### config.mk
export PLATFORM = sky130hd
export DESIGN_NAME = triangle_pipe
export DESIGN_NICKNAME = d
export VERILOG_FILES = /design/src/rtl/triangle_pkg.sv /design/src/rtl/triangle_sort3.sv /design/src/rtl/triangle_pipe.sv
export SDC_FILE = /design/constraint.sdc
export NUM_CORES = 1
export LEC_CHECK = 0
export CORE_AREA = 2 2 113 115
export CTS_CLUSTER_SIZE = 30
export DETAILED_ROUTE_END_ITERATION = 8
export DIE_AREA = 0 0 115 117
export GPL_ROUTABILITY_DRIVEN = 1
export REMOVE_ABC_BUFFERS = 1
export SLEW_MARGIN = 20
export SYNTH_ARGS = -nofsm -noshare
export SYNTH_HDL_FRONTEND = slang
export SYNTH_SLANG_ARGS = --single-unit
### constraint.sdc
create_clock -name CLK -period 16.02 [get_ports CLK]
set_input_delay 2.403 -clock CLK [delete_from_list [all_inputs] [get_ports CLK]]
set_output_delay 2.403 -clock CLK [all_outputs]
set_load 0.05 [all_outputs]
### src/rtl/triangle_pkg.sv
`default_nettype none
// ============================================================================
// Module      : triangle_pkg
// Description : Shared class encodings and the classification helper for
//               triangle_pipe.
// Revision    : 1.0 - initial release
// ============================================================================
package triangle_pkg;

    localparam int CLASS_W = 2;

    typedef enum logic [CLASS_W-1:0] {
        CLASS_NONE        = 2'd0,
        CLASS_SCALENE     = 2'd1,
        CLASS_ISOSCELES   = 2'd2,
        CLASS_EQUILATERAL = 2'd3
    } tri_class_e;

    // Sides arrive sorted, so any equal pair is adjacent: min==mid or mid==max.
    function automatic tri_class_e classify(
        input logic is_tri,
        input logic eq_lo,
        input logic eq_hi
    );
        tri_class_e cls;
        if (!is_tri) begin
            cls = CLASS_NONE;
        end else if (eq_lo && eq_hi) begin
            cls = CLASS_EQUILATERAL;
        end else if (eq_lo || eq_hi) begin
            cls = CLASS_ISOSCELES;
        end else begin
            cls = CLASS_SCALENE;
        end
        return cls;
    endfunction

endpackage
`default_nettype wire

### src/rtl/triangle_sort3.sv
`default_nettype none
// ============================================================================
// Module      : triangle_sort3
// Description : Combinational three-input sorter, min <= mid <= max.
// Revision    : 1.0 - initial release
// ============================================================================
module triangle_sort3 #(
    parameter int W = 8
) (
    input  logic [W-1:0] a_i,
    input  logic [W-1:0] b_i,
    input  logic [W-1:0] c_i,
    output logic [W-1:0] min_o,
    output logic [W-1:0] mid_o,
    output logic [W-1:0] max_o
);

    logic [W-1:0] lo_ab;
    logic [W-1:0] hi_ab;
    logic [W-1:0] hi_lc;

    always_comb begin
        lo_ab = (a_i < b_i) ? a_i : b_i;
        hi_ab = (a_i < b_i) ? b_i : a_i;
        min_o = (lo_ab < c_i) ? lo_ab : c_i;
        hi_lc = (lo_ab < c_i) ? c_i : lo_ab;
        mid_o = (hi_ab < hi_lc) ? hi_ab : hi_lc;
        max_o = (hi_ab < hi_lc) ? hi_lc : hi_ab;
    end

endmodule
`default_nettype wire

### src/rtl/triangle_pipe.sv
`default_nettype none
// ============================================================================
// Module      : triangle_pipe
// Description : 3-stage triangle classifier (sort, sum/compare, classify) with
//               valid/ready flow control and a saturating triangle counter.
//               Define TRIANGLE_RIGHT_EN to enable the right-triangle flag.
// Revision    : 1.0 - initial release
// ============================================================================
module triangle_pipe
    import triangle_pkg::*;
#(
    parameter int W     = 8,
    parameter int CNT_W = 16
) (
    input  logic               CLK,
    input  logic               RST,
    input  logic               IN_VALID,
    output logic               IN_READY,
    input  logic [W-1:0]       A,
    input  logic [W-1:0]       B,
    input  logic [W-1:0]       C,
    output logic               OUT_VALID,
    input  logic               OUT_READY,
    output logic [CLASS_W-1:0] OUT_CLASS,
    output logic               OUT_RIGHT,
    output logic [CNT_W-1:0]   TRI_CNT
);

    logic [W-1:0] srt_min;
    logic [W-1:0] srt_mid;
    logic [W-1:0] srt_max;

    logic         s1_valid_q;
    logic [W-1:0] s1_min_q;
    logic [W-1:0] s1_mid_q;
    logic [W-1:0] s1_max_q;

    logic         s2_valid_q;
    logic [W:0]   s2_sum_q,  s2_sum_d;
    logic [W-1:0] s2_max_q;
    logic         s2_eq_lo_q, s2_eq_lo_d;
    logic         s2_eq_hi_q, s2_eq_hi_d;
    logic         s2_zero_q,  s2_zero_d;

`ifdef TRIANGLE_RIGHT_EN
    logic [2*W:0] min_x;
    logic [2*W:0] mid_x;
    logic [2*W:0] max_x;
    logic [2*W:0] s2_sq_sum_q, s2_sq_sum_d;
    logic [2*W:0] s2_max_sq_q, s2_max_sq_d;
`endif

    logic             tri_ok;
    logic             out_valid_q;
    tri_class_e       out_class_q, out_class_d;
    logic             out_right_q, out_right_d;
    logic [CNT_W-1:0] tri_cnt_q,   tri_cnt_d;
    logic             advance;

    assign advance   = !out_valid_q || OUT_READY;
    assign IN_READY  = advance;
    assign OUT_VALID = out_valid_q;
    assign OUT_CLASS = out_class_q;
    assign OUT_RIGHT = out_right_q;
    assign TRI_CNT   = tri_cnt_q;

    triangle_sort3 #(
        .W (W)
    ) u_sort (
        .a_i   (A),
        .b_i   (B),
        .c_i   (C),
        .min_o (srt_min),
        .mid_o (srt_mid),
        .max_o (srt_max)
    );

    always_comb begin
        s2_sum_d   = {1'b0, s1_min_q} + {1'b0, s1_mid_q};
        s2_eq_lo_d = (s1_min_q == s1_mid_q);
        s2_eq_hi_d = (s1_mid_q == s1_max_q);
        s2_zero_d  = (s1_min_q == '0);
`ifdef TRIANGLE_RIGHT_EN
        min_x       = {{(W+1){1'b0}}, s1_min_q};
        mid_x       = {{(W+1){1'b0}}, s1_mid_q};
        max_x       = {{(W+1){1'b0}}, s1_max_q};
        s2_sq_sum_d = min_x * min_x + mid_x * mid_x;
        s2_max_sq_d = max_x * max_x;
`endif

        // Sum is W+1 bits wide, so the strict compare cannot be fooled by overflow.
        tri_ok      = (s2_sum_q > {1'b0, s2_max_q}) && !s2_zero_q;
        out_class_d = s2_valid_q ? classify(tri_ok, s2_eq_lo_q, s2_eq_hi_q) : CLASS_NONE;
`ifdef TRIANGLE_RIGHT_EN
        out_right_d = s2_valid_q && tri_ok && (s2_sq_sum_q == s2_max_sq_q);
`else
        out_right_d = 1'b0;
`endif

        tri_cnt_d = tri_cnt_q;
        if (out_valid_q && OUT_READY && (out_class_q != CLASS_NONE) && (tri_cnt_q != '1)) begin
            tri_cnt_d = tri_cnt_q + CNT_W'(1);
        end
    end

    always_ff @(posedge CLK) begin
        if (RST) begin
            s1_valid_q  <= 1'b0;
            s1_min_q    <= '0;
            s1_mid_q    <= '0;
            s1_max_q    <= '0;
            s2_valid_q  <= 1'b0;
            s2_sum_q    <= '0;
            s2_max_q    <= '0;
            s2_eq_lo_q  <= 1'b0;
            s2_eq_hi_q  <= 1'b0;
            s2_zero_q   <= 1'b0;
`ifdef TRIANGLE_RIGHT_EN
            s2_sq_sum_q <= '0;
            s2_max_sq_q <= '0;
`endif
            out_valid_q <= 1'b0;
            out_class_q <= CLASS_NONE;
            out_right_q <= 1'b0;
            tri_cnt_q   <= '0;
        end else begin
            tri_cnt_q <= tri_cnt_d;
            if (advance) begin
                s1_valid_q  <= IN_VALID;
                s1_min_q    <= srt_min;
                s1_mid_q    <= srt_mid;
                s1_max_q    <= srt_max;
                s2_valid_q  <= s1_valid_q;
                s2_sum_q    <= s2_sum_d;
                s2_max_q    <= s1_max_q;
                s2_eq_lo_q  <= s2_eq_lo_d;
                s2_eq_hi_q  <= s2_eq_hi_d;
                s2_zero_q   <= s2_zero_d;
`ifdef TRIANGLE_RIGHT_EN
                s2_sq_sum_q <= s2_sq_sum_d;
                s2_max_sq_q <= s2_max_sq_d;
`endif
                out_valid_q <= s2_valid_q;
                out_class_q <= out_class_d;
                out_right_q <= out_right_d;
            end
        end
    end

endmodule
`default_nettype wire

==> qor.log <==
INFO  outcome        outcome=finished clean
INFO  yosys          synthAdderAreaFrac=12.2%
INFO  critical_path  timing_worst_setup_path_type=input pin to register
INFO  yosys          synthXorXnorAreaFrac=5.05%
INFO  route          drt-pass1-iter-count=5
INFO  yosys          synthDistinctLibCells=56
INFO  route          dr_wl_met2=4720um
INFO  clock_tree     clock_latency=0.33ns
INFO  route          detailed_route_drc_error_count=0
INFO  sta            achievable-frequency=126MHz
INFO  clock_tree     htree_levels=3
INFO  sta            period_minus_slack=7.96ns
INFO  placed_design  placement.cell_area=4730squm
INFO  yosys          post_synthesis_mean_instance_area=7.99squm
INFO  die            die_width=115um
INFO  yosys          yosys-mux-area-fraction=5.20%
INFO  yosys          synth_top_family_by_area=simple AND/OR/NAND/NOR gates
INFO  critical_path  timing.critical_path.arrival=8.14ns
INFO  power_and_ir_drop total_power=0.615mW
INFO  final_layout   design.final.nets=625
INFO  yosys          synthesis.area=4160squm
INFO  route          drt-wirelength-per-cell=13.7um
INFO  grt            antenna_found_initial=0
INFO  route          initial_detailed_routing_violation_count=207
INFO  grt            pin_count_of_the_biggest_net_entering_global_routing=67
INFO  die            floorplan.rows=41
INFO  min_path       hold_class=register to register
INFO  yosys          fraction_of_the_mapped_netlist_area_in_compound_gates=18.2%
INFO  sta            final.hold.worst_slack=0.449ns
INFO  grt            first_global_vias=3,504
INFO  final_layout   layout-area-overhead-vs-synth=21.6%
INFO  clock_tree     cts_root_buf=sky130_fd_sc_hd__clkbuf_16
INFO  clock_tree     post-cts-setup-buffers=0
INFO  power_and_ir_drop ir_worst_vdd=0.0517mV
INFO  clock_tree     tritoncts.num_buffers=9
INFO  power_and_ir_drop power_leakage=2.19nW
INFO  clock_tree     cts.hold.buffers_added=0
INFO  clock_tree     clock-sinks=65
INFO  route          topRoutingLayerUsed=met4
INFO  final_layout   finish.utilization=41.1%
INFO  yosys          yosysSeqAreaShare=31.3%
INFO  route          drt-met1-wl=4580um
INFO  sta            worst-slew-pin-transition=0.683ns
INFO  sta            report.final.hold_viol_count=0
INFO  clock_tree     tritoncts_clock_tree=built
INFO  yosys          synth_simple_gate_area_share=21.6%
INFO  final_layout   layout.filler_cells=1,264
INFO  grt            grt_overflow_total=0
INFO  grt            grt_first_pass_wirelength=16,200um
INFO  critical_path  critical_path.max_fanout=24
INFO  route          dr_total_vias=3,677
INFO  sta            grt_setup_unrepaired=false
INFO  sta            normalized_max_slew_margin=54.5%
INFO  flow_run       max_capacitance_violation_total=0
INFO  critical_path  startpoint_type=input pin
INFO  die            placeableCoreArea=12,300squm
INFO  clock_tree     clock_path_buffers=2
INFO  sta            min_period_over_period=49.7%
INFO  critical_path  critical_path_required=16.20ns
INFO  yosys          yosys_reg_bits=65
INFO  yosys          yosys_warnings=0
INFO  sta            setup_violations=0
INFO  placed_design  portBuffers=47
INFO  yosys          synth-edff-count=0
INFO  yosys          synthesis.instances=521
INFO  placed_design  place.gp.congestion=0.863
INFO  final_layout   n_antenna_cell=0
INFO  route          vias_per_cell=5.16
INFO  route          total_length_of_routed_wires=9780um
INFO  route          met3_wirelength=363um
INFO  final_layout   fin_area=5060squm
INFO  power_and_ir_drop power-per-cell-area=122nW/um^2
INFO  die            floorplan.die.height=117um
INFO  grt            grt_util_all_layers=14.9%
INFO  final_layout   post_route_cells_drive_above_1_share=6.58%
INFO  sta            timing.clock.skew=0.00939ns
INFO  sta            final-max-slew-violation-count=0
INFO  route          antenna_left=0
INFO  die            die-area=13,500squm
INFO  yosys          synth_flop_cell=sky130_fd_sc_hd__dfxtp_1
INFO  sta            fin_tns_setup=0ns
INFO  placed_design  dp.final_hpwl=7260um
INFO  yosys          ys_async_sr_fraction=0%
INFO  die            ioPinCount=49
INFO  die            initial_utilization=33.8%
INFO  clock_tree     post_cts_resize_count=0
INFO  clock_tree     cts.reportedPaths.clkPinSlew=0.05ns
INFO  critical_path  critical_path.endpoint_type=register
path summary, 6_finish.rpt:
kind | start | endpoint | slack [ns] | cells past startpoint
worst max-delay path | B[7] | s1_max_q[5] | 8.06 | 23
worst min-delay path | s2_eq_lo_q | s2_eq_lo_q | 0.45 | 2
worst max register to register | TRI_CNT[0] | TRI_CNT[15] | 13.49 | 10
worst min register to register | s2_eq_lo_q | s2_eq_lo_q | 0.45 | 2
logic make-up after synthesis:
| kind of cell | after synthesis |
|---|---|
| xor gates and xnor gates | 24 |
| AOI/OAI and AO/OA | 117 |
| muxes | 21 |
| adders and majority gates | 40 |
| other | 1 |
| DFF | 65 |
| and+or+nand+nor | 187 |
| buffers and inverters | 66 |
per-layer routing:
metal / GRT usage [%] / up-vias
met5: 0 / -
li1: - / 1883
met4: 4.74 / 0
met3: 1.65 / 11
met1: 18.6 / 1703
met2: 27.0 / 80
cells in the mapped netlist (2+ instances only):
library cell,n,share of area [%]
sky130_fd_sc_hd__dfxtp_1,65,31
sky130_fd_sc_hd__nand2b_1,4,0.60
sky130_fd_sc_hd__nand4_1,10,1.5
sky130_fd_sc_hd__ha_1,39,12
sky130_fd_sc_hd__mux2i_1,19,4.6
sky130_fd_sc_hd__nor3_1,9,1.1
sky130_fd_sc_hd__a211o_1,4,0.84
sky130_fd_sc_hd__a211oi_1,2,0.36
sky130_fd_sc_hd__o21a_1,4,0.72
sky130_fd_sc_hd__inv_1,41,3.7
sky130_fd_sc_hd__a21o_1,7,1.3
sky130_fd_sc_hd__o21ai_1,2,0.24
sky130_fd_sc_hd__nor4_1,7,1.1
sky130_fd_sc_hd__o311ai_2,2,0.78
sky130_fd_sc_hd__nand3_1,13,1.6
sky130_fd_sc_hd__nor3b_1,6,1.1
sky130_fd_sc_hd__nor2b_1,9,1.4
sky130_fd_sc_hd__clkbuf_1,17,1.5
sky130_fd_sc_hd__nand3b_1,7,1.3
sky130_fd_sc_hd__nand2_1,68,6.1
sky130_fd_sc_hd__o21bai_1,4,0.72
sky130_fd_sc_hd__xor2_1,19,4.0
sky130_fd_sc_hd__a21oi_1,56,6.7
sky130_fd_sc_hd__o311ai_1,4,0.84
sky130_fd_sc_hd__o31ai_1,3,0.54
sky130_fd_sc_hd__buf_1,4,0.36
sky130_fd_sc_hd__o21ai_0,17,2.0
sky130_fd_sc_hd__xnor2_1,5,1.1
sky130_fd_sc_hd__buf_4,2,0.36
sky130_fd_sc_hd__nor2_1,44,4.0
sky130_fd_sc_hd__or3_1,3,0.45
layout make-up:
cell class | count | area [sq um] | area share (%)
multi-input combinational | 390 | 2610 | 51.6
timing repair buffer | 50 | 488 | 9.64
tap | 150 | 188 | 3.71
inverter | 41 | 154 | 3.04
clock inverter | 7 | 95.1 | 1.88
clock buffer | 9 | 225 | 4.45
sequential | 65 | 1300 | 25.7
metrics by stage:
| stage | instances | setup slack, ns |
|---|---|---|
| final | 712 | 8.06 |
| after global routing | 712 | 7.64 |
| after CTS | 712 | 7.76 |
| after detailed placement | 696 | 7.43 |
| after global placement | 696 | 7.68 |
| after floorplan | 496 | 8.17 |
flip-flops by register name, summed over array words and instances, names as in the netlist:
signal / count
OUT_VALID: 1
s2_valid_q: 1
s2_eq_lo_q: 1
s1_max_q: 8
s2_eq_hi_q: 1
s1_min_q: 8
s1_valid_q: 1
s2_max_q: 8
s1_mid_q: 8
OUT_CLASS: 2
s2_zero_q: 1
s2_sum_q: 9
TRI_CNT: 16
report_power, final:
part | total [mW] | internal (mW) | switching, mW
sequential | 0.207 | 0.187 | 0.0205
clock | 0.210 | 0.136 | 0.0741
combinational | 0.198 | 0.0877 | 0.110
total | 0.615 | 0.411 | 0.205
critical path: stages:
cell and delay (ns):
sky130_fd_sc_hd__clkdlybuf4s50_1 0.47, sky130_fd_sc_hd__inv_1 0.05, sky130_fd_sc_hd__ha_1 0.30, sky130_fd_sc_hd__a21oi_1 0.16
sky130_fd_sc_hd__o21ai_1 0.17, sky130_fd_sc_hd__a21oi_4 0.54, sky130_fd_sc_hd__o21ai_0 0.25, sky130_fd_sc_hd__ha_1 0.34
sky130_fd_sc_hd__a21o_1 0.18, sky130_fd_sc_hd__a21o_1 0.20, sky130_fd_sc_hd__a2111oi_2 0.47, sky130_fd_sc_hd__o31ai_4 0.21
sky130_fd_sc_hd__nand2_4 0.24, sky130_fd_sc_hd__mux2i_1 0.31, sky130_fd_sc_hd__ha_1 0.30, sky130_fd_sc_hd__a21o_1 0.18
sky130_fd_sc_hd__a21o_1 0.17, sky130_fd_sc_hd__a21oi_1 0.13, sky130_fd_sc_hd__nand2_1 0.08, sky130_fd_sc_hd__a41oi_1 0.41
sky130_fd_sc_hd__a21o_4 0.25, sky130_fd_sc_hd__mux2i_1 0.23, sky130_fd_sc_hd__nor3_1 0.07
placed cells by master, fill, tap and decap left out, types with 2 or more instances in the layout:
cell type and count:
sky130_fd_sc_hd__nor3b_1 6, sky130_fd_sc_hd__nand2b_1 4, sky130_fd_sc_hd__nor2_1 44, sky130_fd_sc_hd__or3_1 3, sky130_fd_sc_hd__o21bai_1 4, sky130_fd_sc_hd__o311ai_2 2
sky130_fd_sc_hd__nor3_1 9, sky130_fd_sc_hd__clkdlybuf4s50_1 46, sky130_fd_sc_hd__o21a_1 4, sky130_fd_sc_hd__a211oi_1 2, sky130_fd_sc_hd__nor2b_1 8, sky130_fd_sc_hd__nand4_1 10
sky130_fd_sc_hd__bufinv_16 2, sky130_fd_sc_hd__o311ai_1 4, sky130_fd_sc_hd__o31ai_1 3, sky130_fd_sc_hd__clkbuf_16 9, sky130_fd_sc_hd__clkinv_4 2, sky130_fd_sc_hd__nand3b_1 7
sky130_fd_sc_hd__clkinv_2 2, sky130_fd_sc_hd__inv_1 41, sky130_fd_sc_hd__nand2_1 68, sky130_fd_sc_hd__xor2_1 19, sky130_fd_sc_hd__a21o_1 7, sky130_fd_sc_hd__a21oi_1 55
sky130_fd_sc_hd__nor4_1 7, sky130_fd_sc_hd__a211o_1 4, sky130_fd_sc_hd__nand3_1 13, sky130_fd_sc_hd__o21ai_1 2, sky130_fd_sc_hd__dfxtp_1 65, sky130_fd_sc_hd__ha_1 39
sky130_fd_sc_hd__xnor2_1 5, sky130_fd_sc_hd__buf_4 3, sky130_fd_sc_hd__mux2i_1 19, sky130_fd_sc_hd__o21ai_0 17
(Power assumes the default switching activity.)
